### src/rtl/shader_ray_intake.sv
// Ray intake stage between the primary ray generator and the shader: a
// first-word-fall-through FIFO with pixelID sequence checking and frame tracking.

`ifndef NUM_RAYS_DEFAULT
`define NUM_RAYS_DEFAULT 6
`endif

package shader_ray_pkg;
  typedef logic [15:0] pixelID_t;
  typedef struct packed {
    logic [31:0] origin;
    logic [31:0] dir;
    pixelID_t    pixelID;
  } prg_ray_t;
endpackage

module shader_ray_intake
  import shader_ray_pkg::*;
#(
  parameter int NUM_RAYS = `NUM_RAYS_DEFAULT,
  parameter int DEPTH    = 8
) (
  input  logic                         clk,
  input  logic                         rst,
  input  logic                         prg_to_shader_valid,
  input  logic [$bits(prg_ray_t)-1:0]  prg_to_shader_data,
  output logic                         prg_to_shader_stall,
  output logic                         ray_valid,
  output logic [$bits(prg_ray_t)-1:0]  ray_data,
  input  logic                         ray_stall,
  output logic                         frame_done,
  output logic [7:0]                   frame_count,
  output logic                         seq_error,
  output logic [$bits(pixelID_t)-1:0]  err_pixelID,
  input  logic                         clear_error
);

  localparam int PTR_W = $clog2(DEPTH);
  localparam int CNT_W = $clog2(DEPTH + 1);
  localparam pixelID_t LAST_ID = pixelID_t'(NUM_RAYS - 1);

  typedef enum logic {IDLE = 1'b0, INFRAME = 1'b1} state_t;

  prg_ray_t   mem_q [DEPTH];
  prg_ray_t   in_ray;
  logic       push;
  logic       pop;
  logic       is_last;
  logic       mismatch;

  logic [PTR_W-1:0] wr_ptr_q, wr_ptr_d;
  logic [PTR_W-1:0] rd_ptr_q, rd_ptr_d;
  logic [CNT_W-1:0] count_q, count_d;
  logic             full_q, full_d;
  logic             valid_q, valid_d;
  logic             frame_done_q, frame_done_d;
  logic [7:0]       frame_count_q, frame_count_d;
  logic             seq_error_q, seq_error_d;
  pixelID_t         err_id_q, err_id_d;
  pixelID_t         expected_id_q, expected_id_d;
  state_t           state_q, state_d;

  assign in_ray   = prg_to_shader_data;
  assign is_last  = (in_ray.pixelID == LAST_ID);
  assign mismatch = push && (in_ray.pixelID != expected_id_q);

  always_comb begin
    push          = prg_to_shader_valid && !full_q;
    pop           = valid_q && !ray_stall;
    wr_ptr_d      = wr_ptr_q;
    rd_ptr_d      = rd_ptr_q;
    count_d       = count_q;
    frame_done_d  = 1'b0;
    frame_count_d = frame_count_q;
    seq_error_d   = seq_error_q;
    err_id_d      = err_id_q;
    expected_id_d = expected_id_q;
    state_d       = state_q;

    if (push) begin
      wr_ptr_d = wr_ptr_q + PTR_W'(1);
    end else begin
      wr_ptr_d = wr_ptr_q;
    end
    if (pop) begin
      rd_ptr_d = rd_ptr_q + PTR_W'(1);
    end else begin
      rd_ptr_d = rd_ptr_q;
    end

    if (push && !pop) begin
      count_d = count_q + CNT_W'(1);
    end else if (!push && pop) begin
      count_d = count_q - CNT_W'(1);
    end else begin
      count_d = count_q;
    end
    full_d  = (count_d == CNT_W'(DEPTH));
    valid_d = (count_d != CNT_W'(0));

    // A mismatch in the same cycle as clear_error takes priority over the clear.
    if (mismatch && (!seq_error_q || clear_error)) begin
      seq_error_d = 1'b1;
      err_id_d    = in_ray.pixelID;
    end else if (clear_error) begin
      seq_error_d = 1'b0;
      err_id_d    = '0;
    end else begin
      seq_error_d = seq_error_q;
      err_id_d    = err_id_q;
    end

    if (push) begin
      expected_id_d = is_last ? pixelID_t'(0) : in_ray.pixelID + pixelID_t'(1);
    end else begin
      expected_id_d = expected_id_q;
    end

    if (push && is_last) begin
      frame_done_d  = 1'b1;
      frame_count_d = frame_count_q + 8'd1;
    end else begin
      frame_done_d  = 1'b0;
      frame_count_d = frame_count_q;
    end

    case (state_q)
      IDLE: begin
        if (push && !is_last) begin
          state_d = INFRAME;
        end else begin
          state_d = IDLE;
        end
      end
      INFRAME: begin
        if (push && is_last) begin
          state_d = IDLE;
        end else begin
          state_d = INFRAME;
        end
      end
      default: state_d = IDLE;
    endcase
  end

  always_ff @(posedge clk) begin
    if (rst) begin
      wr_ptr_q      <= '0;
      rd_ptr_q      <= '0;
      count_q       <= '0;
      full_q        <= 1'b0;
      valid_q       <= 1'b0;
      frame_done_q  <= 1'b0;
      frame_count_q <= 8'd0;
      seq_error_q   <= 1'b0;
      err_id_q      <= '0;
      expected_id_q <= '0;
      state_q       <= IDLE;
    end else begin
      wr_ptr_q      <= wr_ptr_d;
      rd_ptr_q      <= rd_ptr_d;
      count_q       <= count_d;
      full_q        <= full_d;
      valid_q       <= valid_d;
      frame_done_q  <= frame_done_d;
      frame_count_q <= frame_count_d;
      seq_error_q   <= seq_error_d;
      err_id_q      <= err_id_d;
      expected_id_q <= expected_id_d;
      state_q       <= state_d;
    end
  end

  // Payload storage carries no reset; contents are don't-care until written.
  always_ff @(posedge clk) begin
    if (!rst && push) begin
      mem_q[wr_ptr_q] <= in_ray;
    end
  end

  assign prg_to_shader_stall = full_q;
  assign ray_valid           = valid_q;
  assign ray_data            = mem_q[rd_ptr_q];
  assign frame_done          = frame_done_q;
  assign frame_count         = frame_count_q;
  assign seq_error           = seq_error_q;
  assign err_pixelID         = err_id_q;

endmodule

### config.mk
export PLATFORM = sky130hd
export DESIGN_NAME = shader_ray_intake
export DESIGN_NICKNAME = d
export VERILOG_FILES = /design/src/rtl/shader_ray_intake.sv
export SDC_FILE = /design/constraint.sdc
export NUM_CORES = 1
export LEC_CHECK = 0
export ABC_AREA = 1
export CAP_MARGIN = 20
export CORE_ASPECT_RATIO = 1.25
export CORE_MARGIN = 1.5
export CORE_UTILIZATION = 50
export DETAILED_ROUTE_END_ITERATION = 8
export PLACE_DENSITY = 0.76
export SYNTH_ARGS = -nofsm -noshare
export SYNTH_HDL_FRONTEND = slang
export SYNTH_SLANG_ARGS = --single-unit
### constraint.sdc
create_clock -name clk -period 7.8 [get_ports clk]
set_input_delay 1.56 -clock clk [delete_from_list [all_inputs] [get_ports clk]]
set_output_delay 1.56 -clock clk [all_outputs]
set_load 0.01 [all_outputs]
==> results.yml <==
yosys:
  netlist_area_sq_um: 27550
  synth_top_area_share_pct: 69.77
  synth-seq-cells: 697
  netlist_instances: 2258
  synth_cell_types: 35
  synth_enable_flop_cells: 640
  synth.most_common_cell: "edfxtp_1"
  synth.largest_area_cell: "edfxtp_1"
  syn_nets: 2350
  seq_area_frac_synth_pct: 73.91
  synth_ff_type: "edfxtp_1"
  synth_area_leaders: "edfxtp_1 70%, nor2_1 8.2%, o21ai_0 6.0%"
  synthArstFlopShare_pct: 0
  synth_commonest_cells: "640 x edfxtp_1, 601 x nor2_1, 329 x o21ai_0"
  synth_area_per_cell_sq_um: 12.20
  yosys_warnings: 0
global_route:
  first_global_vias: 18070
  overflow: 0
  grt_max_degree: 190
  track_usage_pct: 22.27
  antenna_found_initial: 3
  grt_first_pass_wirelength_um: 97870
setup_path:
  worstPathArrival_ps: 4160
  slowest_delay_ps: 760
  crit_path_max_fanout: 189
  crit_path_end_kind: "output port"
  slowest_stage: "inv_8"
  crit_buf_inv: 3
  crit_chain: "inv_8, buf_4, o21ai_0, o22ai_1, nor2_1, a31oi_1, clkdlybuf4s50_1"
  startpoint_type: "flop"
  cpLargestDelayFamily: "buffers and inverters"
  critical_path_class: "reg -> out"
  worstPathRequired_ps: 6240
  r2r_setup_slack_ps: 4410
placement:
  placed_area_sq_um: 30100
  dpl.hpwl_um: 34870
  port_buffers: 192
  gp_congestion: 0.8374
sta:
  timing.slew.headroom_pct: 31.20
  skew_ps: 16.66
  setup_viol: 0
  finalMaxSlewViolations: 0
  hold_viol: 0
  worst_slew_pin_slew_ps: 1032
  grt_setup_unrepaired: "no"
  period_share_pct: 73.34
  fmax_mhz: 174.8
  fin_setup_tns_ps: 0
  period_needed_ps: 5721
layout:
  seq_area_sq_um: 20370
  fillCellCount: 4162
  multi_input_area_sq_um: 6411
  stdcell_area_sq_um: 32170
  drive_gt1_share_pct: 6.247
  antennaDiodeCount: 0
  nets: 2495
  syn_to_final_growth_pct: 16.81
clock_network:
  htreeDepth: 3
  cts.sinks: 697
  insertion_delay_ps: 580
  clock_path_buffers: 3
  cts_setup_buffers: 0
  hold_buffers: 0
  cts_tree: "yes"
  cts_resized: 0
  path_clk_slew_ps: 60
  cts_made_buffers: 67
  root_buffer: "clkbuf_16"
floorplanning:
  coreArea_sq_um: 54650
  initial_core_util_pct: 50.40
  die_height_um: 265.4
  die_area_sq_um: 56520
  num_rows: 96
  die_w_um: 212.9
  io_pins: 193
drt:
  drc_errors: 0
  via_per_inst: 5.724
  detailroute.via_count: 18220
  drt-total-wl_um: 62670
  drt_iter0_drc: 1950
  wl_per_cell_um: 19.68
  drt-pass1-iter-count: 5
  postRouteAntennaNets: 0
run:
  max_cap_violations: 0
pwr:
  peakVddDrop_mv: 0.2050
  power.density_nw_per_um2: 285.7
  p_leak_nw: 10.68
run_status:
  status: "finished clean"
hold_path:
  hp-class: "reg -> reg"
-- final cells by class --
cell class	count	area share, %
clock buffer	86	5.822
tap	735	2.858
timing repair buffer	215	6.704
sequential	697	63.30
clock inverter	29	0.6183
multi-input combinational	1360	19.93
inverter	62	0.7700
-- logic make-up (layout without fill, tap and decap cells) --
kind of cell,after synthesis,count (layout),synth area share [%]
AND/OR/NAND/NOR,807,807,11.86
flip-flops,697,697,73.91
AO/OA/AOI/OAI,540,540,10.68
buffers and inverters,201,392,3.030
adder cells (fa/ha/maj),7,7,0.3180
XOR/XNOR,6,6,0.1908
-- worst paths after layout --
kind	cells past startpoint	endpoint	startpoint
worst max register to register	7	mem_q[2][69]	prg_to_shader_stall
worst max-delay path	7	ray_data[28]	flop
worst min register to register	2	rd_ptr_q[2]	rd_ptr_q[2]
worst min-delay path	2	rd_ptr_q[2]	rd_ptr_q[2]
-- metrics by stage --
stage / power, mW / worst slack, ps / hold WS [ps] / util (%) / std cells
4_1_cts: 9.244 / 2067 / 470.8 / 58.87 / 3184
6_report: 9.192 / 2079 / 463.0 / 58.87 / 3184
3_5_place_dp: 6.185 / 2672 / 462.6 / 55.08 / 3069
3_3_place_gp: 6.131 / 2656 / 451.1 / 55.08 / 3069
5_1_grt: 9.568 / 1877 / 489.2 / 58.87 / 3184
2_1_floorplan: 5.400 / 1657 / 433.4 / - / 2258
-- state kept, by name (all words and copies together), names as in the netlist, named ones only --
signal,cells
count_q,4
err_pixelID,16
expected_id_q,16
frame_count,8
frame_done,1
mem_q,640
prg_to_shader_stall,1
ray_valid,1
rd_ptr_q,3
seq_error,1
wr_ptr_q,3
-- layout by cell type, fill, tap and decap left out, types with 34 or more instances in the layout --
master / synthesis / layout
clkbuf_16: 0 / 71
inv_1: 53 / 52
edfxtp_1: 640 / 640
a21oi_1: 34 / 34
clkdlybuf4s50_1: 0 / 192
a31oi_1: 81 / 81
nand2_1: 116 / 116
o22ai_1: 80 / 80
dfxtp_1: 57 / 55
nor2_1: 601 / 593
o21ai_0: 329 / 329
-- per-layer routing --
metal / track usage [%] / vias up / share of wire (%)
met2: 37.63 / 725 / 50
met4: 7.533 / 4 / 2.2
li1: - / 8410 / -
met3: 3.459 / 112 / 7.1
met5: 0 / - / 0.046
met1: 29.38 / 8973 / 40
-- power breakdown --
group | total (mW) | switching, mW | internal [mW]
logic | 1.81 | 1.11 | 0.705
clock network | 3.09 | 1.30 | 1.78
registers | 4.30 | 0.0857 | 4.21
total | 9.19 | 2.49 | 6.70
-- worst min-delay path, cell delays in order (launching register included) --
cell,delay [ps]
dfxtp_1,310
inv_1,50
a21oi_1,60
No activity file was read; power rests on OpenSTA's default activity.
